**src/rtl/graph_point_gen_pkg.sv**
```systemverilog
// Shared definitions for the graph point generator: FSM state encoding,
// PRNG default seed, and the xorshift32 step function.
package graph_pkg;

    typedef enum logic [2:0] {
        IDLE,
        DRAW_X,
        DRAW_Y,
        CHECK,
        DONE
    } state_t;

    localparam logic [31:0] DEFAULT_SEED = 32'h92D6_8CA2;

    localparam int XS_SHIFT_A = 13;
    localparam int XS_SHIFT_B = 17;
    localparam int XS_SHIFT_C = 5;

    // One xorshift32 iteration: left 13, right 17, left 5.
    function automatic logic [31:0] xorshift_step(input logic [31:0] s);
        logic [31:0] t;
        t = s ^ (s << XS_SHIFT_A);
        t = t ^ (t >> XS_SHIFT_B);
        t = t ^ (t << XS_SHIFT_C);
        return t;
    endfunction

endpackage

```
**src/rtl/graph_point_gen_xorshift32_seeded.sv**
```systemverilog
// xorshift32 PRNG with a seed-load port. The register itself is the random
// value; load places step(seed) in it, en advances it by one step.
module xorshift32_seeded
    import graph_pkg::*;
(
    input  logic        clk,
    input  logic        rst,
    input  logic        load,
    input  logic [31:0] seed,
    input  logic        en,
    output logic [31:0] res
);

    // PRNG state register: reset to the default seed, load wins over step.
    // NOTE: clocked state uses non-blocking assignments so every register
    // samples its inputs from before the edge, independent of block order.
    always_ff @(posedge clk) begin
        if (rst) begin
            res <= DEFAULT_SEED;
        end else if (load) begin
            res <= xorshift_step(seed);
        end else if (en) begin
            res <= xorshift_step(res);
        end
    end

endmodule

```
**src/rtl/graph_point_gen.sv**
```systemverilog
// Random (x, y) point table generator. A start/seed handshake launches a run
// that draws bounded coordinates by rejection sampling, commits N_POINTS
// points into an internal table and streams each one as it is committed.
// Optional macro GRAPH_POINT_GEN_DEDUP_EN adds a CHECK state that rejects any
// candidate equal to an already committed point.
module graph_point_gen
    import graph_pkg::*;
#(
    parameter int          N_POINTS = 64,
    parameter int          COORD_W  = 8,
    parameter int unsigned X_MAX    = 255,
    parameter int unsigned Y_MAX    = 255,
    parameter int          IDX_W    = $clog2(N_POINTS)
) (
    input  logic               clk,
    input  logic               rst,
    input  logic               start,
    input  logic [31:0]        seed,
    output logic               busy,
    output logic               complete,
    output logic               pt_valid,
    output logic [IDX_W-1:0]   pt_idx,
    output logic [COORD_W-1:0] pt_x,
    output logic [COORD_W-1:0] pt_y,
    input  logic [IDX_W-1:0]   rd_addr,
    output logic [COORD_W-1:0] rd_x,
    output logic [COORD_W-1:0] rd_y
);

    localparam logic [COORD_W-1:0] X_LIM    = COORD_W'(X_MAX);
    localparam logic [COORD_W-1:0] Y_LIM    = COORD_W'(Y_MAX);
    localparam logic [IDX_W-1:0]   LAST_IDX = IDX_W'(N_POINTS - 1);
    localparam longint             FULL_MAX = (64'sd1 <<< COORD_W) - 1;

    state_t             state;
    logic [IDX_W-1:0]   idx;
    logic [COORD_W-1:0] cur_x;
    logic [COORD_W-1:0] cand;
    logic [COORD_W-1:0] commit_y;
    logic [31:0]        rnd;
    logic [31:0]        seed_eff;
    logic               accept;
    logic               commit;
    logic               x_ok;
    logic               y_ok;

    logic [COORD_W-1:0] tab_x [N_POINTS];
    logic [COORD_W-1:0] tab_y [N_POINTS];

`ifdef GRAPH_POINT_GEN_DEDUP_EN
    logic [COORD_W-1:0] cur_y;
    logic [IDX_W-1:0]   scan;
    logic               hit;

    // A distinct point set must fit inside the coordinate grid.
    if ((longint'(X_MAX) < longint'(N_POINTS)) && (longint'(Y_MAX) < longint'(N_POINTS)) &&
        ((longint'(X_MAX) + 1) * (longint'(Y_MAX) + 1) < longint'(N_POINTS))) begin : g_grid_too_small
        $error("graph_point_gen: coordinate grid smaller than N_POINTS with dedup enabled");
    end

    assign hit = (tab_x[scan] == cur_x) && (tab_y[scan] == cur_y);
`endif

    assign seed_eff = (seed == 32'd0) ? DEFAULT_SEED : seed;
    assign accept   = start && ((state == IDLE) || (state == DONE));
    assign cand     = rnd[COORD_W-1:0];

    // Only the low COORD_W bits of the PRNG feed the coordinates.
    if (COORD_W < 32) begin : g_rnd_hi
        logic unused_rnd_hi;
        assign unused_rnd_hi = ^rnd[31:COORD_W];
    end

    // A bound equal to the full coordinate range never rejects.
    if (longint'(X_MAX) == FULL_MAX) begin : g_x_full
        assign x_ok = 1'b1;
    end else begin : g_x_lim
        assign x_ok = (cand <= X_LIM);
    end

    if (longint'(Y_MAX) == FULL_MAX) begin : g_y_full
        assign y_ok = 1'b1;
    end else begin : g_y_lim
        assign y_ok = (cand <= Y_LIM);
    end

    xorshift32_seeded u_prng (
        .clk  (clk),
        .rst  (rst),
        .load (accept),
        .seed (seed_eff),
        .en   (busy),
        .res  (rnd)
    );

    // Decide whether this cycle commits a point, and with which y.
    // NOTE: every output of this block gets a default first, so no path
    // leaves a value unassigned and no latch is inferred.
    always_comb begin
        commit   = 1'b0;
        commit_y = cand;
        case (state)
            DRAW_Y: begin
`ifdef GRAPH_POINT_GEN_DEDUP_EN
                commit = y_ok && (idx == '0);
`else
                commit = y_ok;
`endif
            end
`ifdef GRAPH_POINT_GEN_DEDUP_EN
            CHECK: begin
                if (!hit && (scan == idx - 1'b1)) begin
                    commit   = 1'b1;
                    commit_y = cur_y;
                end
            end
`endif
            default: ;
        endcase
    end

    // Main FSM with registered status and point-stream outputs.
    always_ff @(posedge clk) begin
        if (rst) begin
            state    <= IDLE;
            busy     <= 1'b0;
            complete <= 1'b0;
            pt_valid <= 1'b0;
            pt_idx   <= '0;
            pt_x     <= '0;
            pt_y     <= '0;
            idx      <= '0;
        end else begin
            pt_valid <= 1'b0;
            case (state)
                IDLE, DONE: begin
                    if (start) begin
                        idx      <= '0;
                        complete <= 1'b0;
                        busy     <= 1'b1;
                        state    <= DRAW_X;
                    end
                end
                DRAW_X: begin
                    if (x_ok) begin
                        cur_x <= cand;
                        state <= DRAW_Y;
                    end
                end
                DRAW_Y: begin
`ifdef GRAPH_POINT_GEN_DEDUP_EN
                    if (y_ok && !commit) begin
                        cur_y <= cand;
                        scan  <= '0;
                        state <= CHECK;
                    end
`endif
                end
`ifdef GRAPH_POINT_GEN_DEDUP_EN
                CHECK: begin
                    if (hit) begin
                        state <= DRAW_X;
                    end else if (!commit) begin
                        scan <= scan + 1'b1;
                    end
                end
`endif
                default: state <= IDLE;
            endcase

            if (commit) begin
                pt_valid <= 1'b1;
                pt_idx   <= idx;
                pt_x     <= cur_x;
                pt_y     <= commit_y;
                if (idx == LAST_IDX) begin
                    busy     <= 1'b0;
                    complete <= 1'b1;
                    state    <= DONE;
                end else begin
                    idx   <= idx + 1'b1;
                    state <= DRAW_X;
                end
            end
        end
    end

    // Point table write port; the table keeps its contents across reset.
    // NOTE: the table is deliberately not reset so it maps onto plain RAM;
    // a reset edge only suppresses the write, it never clears entries.
    always_ff @(posedge clk) begin
        if (commit && !rst) begin
            tab_x[idx] <= cur_x;
            tab_y[idx] <= commit_y;
        end
    end

    assign rd_x = tab_x[rd_addr];
    assign rd_y = tab_y[rd_addr];

endmodule

```
**config.mk**
```make
export PLATFORM = sky130hd
export DESIGN_NAME = graph_point_gen
export DESIGN_NICKNAME = d
export VERILOG_FILES = /design/src/rtl/graph_point_gen_pkg.sv /design/src/rtl/graph_point_gen_xorshift32_seeded.sv /design/src/rtl/graph_point_gen.sv
export SDC_FILE = /design/constraint.sdc
export NUM_CORES = 1
export LEC_CHECK = 0
export ABC_CLOCK_PERIOD_IN_PS = 6600
export CAP_MARGIN = 20
export CORE_MARGIN = 2
export CORE_UTILIZATION = 45
export DETAILED_ROUTE_END_ITERATION = 10
export PLACE_DENSITY = 0.71
export SLEW_MARGIN = 10
export SYNTH_ARGS = -nofsm -noshare
export SYNTH_HDL_FRONTEND = slang
export SYNTH_SLANG_ARGS = --single-unit
export TNS_END_PERCENT = 100
```
**constraint.sdc**
```tcl
create_clock -name clk -period 6.6 [get_ports clk]
set_input_delay 1.65 -clock clk [delete_from_list [all_inputs] [get_ports clk]]
set_output_delay 1.65 -clock clk [all_outputs]
set_load 0.005 [all_outputs]
```
== Word level (Yosys, flattened, before mapping) ==
Memory sizes are Yosys's and may differ from the RTL's.
Index checks and enable logic that the tools add are counted.
Cells by class
  add/sub/neg operators: 1
  divide/modulo/power cells: 0
  equality and inequality tests: 6
  shift operators: 0
  bitwise operators: 7
  multipliers: 0
  reductions and logical operators: 10
  mux-type cells: 23
  order comparisons: 0
Operator list (number)
  bitwise XOR 32 bit: 4
  2-to-1 mux 32 bit: 3
  bitwise XOR 32 x 15 -> 32 bit: 2
  zero test 32 bit: 1
  2-to-1 mux 6 bit: 4
  2-to-1 mux 1 bit: 12
  2-to-1 mux 3 bit: 3
  case mux 3 bit (3 select lines): 1
  adder 6 x 1 -> 6 bit (second input constant): 1
  equality test 6 bit (second input constant): 1
  AND reduction 2 bit: 2
  equality test 3 x 1 -> 1 bit (second input constant): 1
  equality test 3 x 2 -> 1 bit (second input constant): 1
  equality test 3 bit (second input constant): 1
  zero test 3 bit: 1
  inequality test 3 bit (second input constant): 1
  logical AND 1 bit: 2
  inequality test 2 bit (second input constant): 1
  nonzero test 2 bit: 1
  OR reduction 2 bit: 1
  zero test 1 bit: 1
  logical OR 1 bit: 1
  inverter 1 bit: 1
Word-level totals
  bits in read-only memories: 0
  flip-flop bits (word level): 74
  output and inout port bits: 41
  word-level logic and storage cells: 59
  memories: 2
  RAM bits: 1024
  bits in latches: 0
Memory list
  tab_x: depth 64, bits a word 8, read ports 1, clocked after Yosys merged registers in 0, write ports 1, RTL line graph_point_gen.sv:47  | logic [COORD_W-1:0] tab_x [N_POINTS];
  tab_y: depth 64, bits a word 8, read ports 1, clocked after Yosys merged registers in 0, write ports 1, RTL line graph_point_gen.sv:48  | logic [COORD_W-1:0] tab_y [N_POINTS];

== Logic depth before layout (Yosys ltp) ==
  word-level depth: 6
  depth in mapped cells: 10

== By module ==
Synthesis repeated with hierarchy kept, for this count alone.
Second synthesis, totals
  cells, all modules: 2278
  area total of the unflattened synthesis: 44194.9 um^2
Modules (own cells, without submodules)
  graph_point_gen: cells each 1978, sequential area each 31670.4 um^2, instances 1, area each 41106.9 um^2
  xorshift32_seeded: cells each 300, sequential area each 640.6 um^2, instances 1, area each 3088.0 um^2

== Worst setup path before layout ==
Ideal clock, no wire load.
  path kind: input -> output
  start: in rd_addr[0]
  end: out rd_y[5]
  setup slack: 1.730 ns
  data arrival time: 3.220 ns
  required time: 4.950 ns
  cell stages on the path: 7
  path through: buf_4 -> buf_4 -> buf_4 -> mux4_2 -> mux2i_1 -> nor2_1 -> o311a_1
Between the ends
  word-level cells in the longest chain between the ends: 1
RTL lines
  from (decl): RTL line graph_point_gen.sv:25  | input logic [IDX_W-1:0] rd_addr,
  memory (64 x 8 bit)
  to (decl): RTL line graph_point_gen.sv:27  | output logic [COORD_W-1:0] rd_y
No other way between the ends.

== Final worst setup path ==
  start: in rd_addr[0]
  end: out rd_x[6]
Between the ends
  word-level cells in the longest chain between the ends: 1
RTL lines
  memory (64 x 8 bit)
  to (decl): RTL line graph_point_gen.sv:26  | output logic [COORD_W-1:0] rd_x,
No other way between the ends.

==> summary.md <==
| Metric | Value |
|---|---|
| Core area | 96,700 µm² |
| Clk Latency, worst-skew pair | 0.67 ns |
| Initial Util | 45.4% |
| Status | completed |
| Final WS setup | 0.150 ns |
| Largest net degree at the start of global routing | 71 |
| Root Buffer | clkbuf_16 |
| FP Rows | 114 |
| Yosys top cell by area | edfxtp_1 |
| Startpoint Class | primary input |
| Die width | 316 µm |
| I/O Buffers | 81 |
| Crit path max-delay family | buffers and inverters |
| Synth unique cells | 59 |
| H-tree depth | 3 |
| Synthesized cell area | 43,900 µm² |
| Reg2reg path depth | 6 |
| Ports | 82 |
| Synthesized flop and latch total | 1,098 |
| Critical Path Sink | rd_x[6] |
| Worst slack, placed | 0.130 ns |
| Hold buffers post-CTS | 0 |
| Leak | 16.2 nW |
| FF-to-FF setup slack | 3.34 ns |
| Pre-antenna DRT Iters | 5 |
| Vias in the first global route | 22,700 |
| Top cells by area, synth | edfxtp_1 71%, mux4_2 11%, dfxtp_1 3.0% |
| Worst-path clk slew | 0.06 ns |
| DR WL/cell | 26.7 µm |
| Unrepaired setup endpoints after global routing | no |
| CP peak stage delay | 0.81 ns |
| Iter 0 DRT Violations | 2,874 |
| Detailed placement HPWL | 61.2 mm |
| Die height | 316 µm |
| Antenna viol nets, final | 0 |
| CP Cell Sequence | buf_8 -> buf_12 -> buf_12 -> mux4_2 -> mux2i_1 -> nand2_1 -> o21ai_0 -> a221oi_1 -> clkdlybuf4s50_1 |
| Post-Syn Instances | 2,283 |
| First-pass GRT wire length | 151 mm |
| Total Wirelength | 103 mm |
| Post-synth ARST share | 0% |
| Post-synth EDFFs | 1,032 |
| Worst path bufs/invs | 4 |
| Initial antenna violation count | 0 |
| Syn-to-layout area delta | 14.9% |
| HP Class | reg -> reg |
| Post-layout net count | 2,524 |
| Sink Count | 1,098 |
| Commonest non-fill, non-tap cell in the layout | edfxtp_1 |
| Total global routing overflow | 0 |
| Slowest CP cell | a221oi_1 |
| Syn_nets | 2,325 |
| Worst hold path startpoint | pt_y[0]$_SDFFE_PP0P_ |
| Slew margin rel. | 27.0% |
| R2R Path Start | state[1]$_SDFFE_PP0P_ |
| Post-synthesis sequential area ratio | 73.7% |
| Slew Limit Fails | 0 |
| Via Count | 22,800 |
| Setup TNS | 0 ns |
| Routability cong. | 0.915 |
| Crit path launch | rd_addr[0] |
| Max Root-Sink Buffers | 3 |
| Most used cell, CP | buf_12 |
| Most frequent cells in the layout | 1,032 x edfxtp_1, 211 x mux4_2, 123 x buf_4, 111 x mux2i_1, 111 x nand2_1 |
| DR vias/cell | 5.91 |
| Setup violators final | 0 |
| Synth Warn # | 0 |
| Tot GR Track Use | 20.6% |
| Critical Path RT | 4.95 ns |
| Cts bufs inserted | 106 |
| Final Hold Vio Count | 0 |
| Crit Path Class | in -> out |
| DIE AREA | 100,000 µm² |
| CTS tree | yes |
| Share of the synthesized area in the top cell type | 70.6% |
| CP Capture Type | output pin |
| Measured slew at the worst slew-check pin | 1.09 ns |
| Critical path data arrival time | 4.80 ns |
| Worst R2R End | tab_x[18][6]$_DFFE_PP_ |
| Drt drc | 0 |
| Power per cell area | 308 nW/µm² |
| Worst vdd ir | 0.244 mV |
| Max_cap viols | 0 |
| Synth Flop Type | edfxtp_1 |
| Share of layout cells above drive strength 1 | 23.0% |
| Avg Cell Area, Syn | 19.2 µm² |
| Final Cycle Share | 97.7% |
| Fin Clk Skew | 0.0192 ns |
| CP Max Fanout | 36 |
| Final Power | 15.5 mW |
| Levels on crit path | 9 |
| Max Fclk | 155 MHz |
| Final min period | 6.45 ns |
| Fillers | 7,465 |
report_power, final:
part	leakage (nW)	internal [mW]	switching, mW	total [mW]
Combinational	4.63	0.580	0.792	1.37
Clock	1.74	3.71	2.55	6.26
Sequential	9.82	7.78	0.0936	7.88
Total	16.2	12.1	3.43	15.5
per-layer routing:
metal | vias up | global-route usage [%] | part of all wire, %
met5 | - | 0 | 0
met4 | 0 | 5.16 | 2.2
met3 | 145 | 2.94 | 8.1
met2 | 1137 | 34.0 | 49
met1 | 11900 | 29.1 | 40
li1 | 9631 | - | -
cell type report:
class | count | area, µm² | area share, %
sequential | 1098 | 32300 | 64.1
multi-input combinational | 1054 | 10800 | 21.5
clock buffer | 124 | 2740 | 5.44
timing repair buffer | 220 | 2040 | 4.04
tap | 1276 | 1600 | 3.17
clock inverter | 75 | 878 | 1.74
inverter | 2 | 7.51 | 0.0149
antenna | 1 | 2.50 | 0.00496
worst min-delay path by stage:
stage	end	cells after the start
after floorplan	u_prng.res[29]$_SDFFE_PP0P_	2
after global placement	pt_y[6]$_SDFFE_PP0P_	2
after detailed placement	pt_idx[0]$_SDFFE_PP0P_	2
after CTS	pt_idx[0]$_SDFFE_PP0P_	2
after global routing	pt_idx[0]$_SDFFE_PP0P_	2
final	pt_y[0]$_SDFFE_PP0P_	2
worst register-to-register path, stage by stage, from the launching register on:
cell and delay [ns]:
dfxtp_1 0.46, nor4b_1 0.28, buf_4 0.19, nor2b_1 0.29, nand2_1 0.51, nor2_1 0.89, buf_4 0.34
kinds of logic after synthesis:
| family | Yosys count | synth area share (%) |
|---|---|---|
| AO/OA/AOI/OAI | 240 | 3.72 |
| buffers and inverters | 131 | 1.73 |
| multiplexers | 376 | 14.8 |
| XOR/XNOR | 138 | 3.08 |
| flip-flops | 1098 | 73.7 |
| adder cells (fa/ha/maj) | 1 | 0.0285 |
| AND/OR/NAND/NOR | 299 | 3.03 |
timing repair:
action,in CTS,in global routing
buffers inserted,0,0
resized for setup,0,2
setup endpoints to repair,0,2
endpoints found under the hold margin,0,0
per-stage QoR:
step | hold slack (ns) | utilization, % | instances | cell area [µm²]
floorplan | 0.450 | - | 2283 | 43900
global placement | 0.445 | 48.3 | 3646 | 46700
detailed placement | 0.454 | 48.3 | 3647 | 46700
CTS | 0.465 | 52.1 | 3846 | 50400
global route | 0.489 | 52.1 | 3849 | 50400
finish | 0.465 | 52.1 | 3850 | 50400
registers in the layout, indices dropped and copies added, names as in the netlist:
name        count
idx             6
cur_x           8
tab_x         512
tab_y         512
busy            1
pt_valid        1
pt_idx          6
u_prng.res     32
pt_y            8
state           3
pt_x            8
complete        1
synth_stat cells (32+ instances only):
library cell / instances
edfxtp_1: 1032
mux4_2: 211
mux2i_1: 111
nand2_1: 111
nor2_1: 106
xnor2_1: 72
dfxtp_1: 66
clkbuf_1: 65
xor2_1: 56
mux2_2: 54
a21oi_1: 53
a22oi_1: 35
o21ai_0: 32
(Power assumes the default switching activity.)
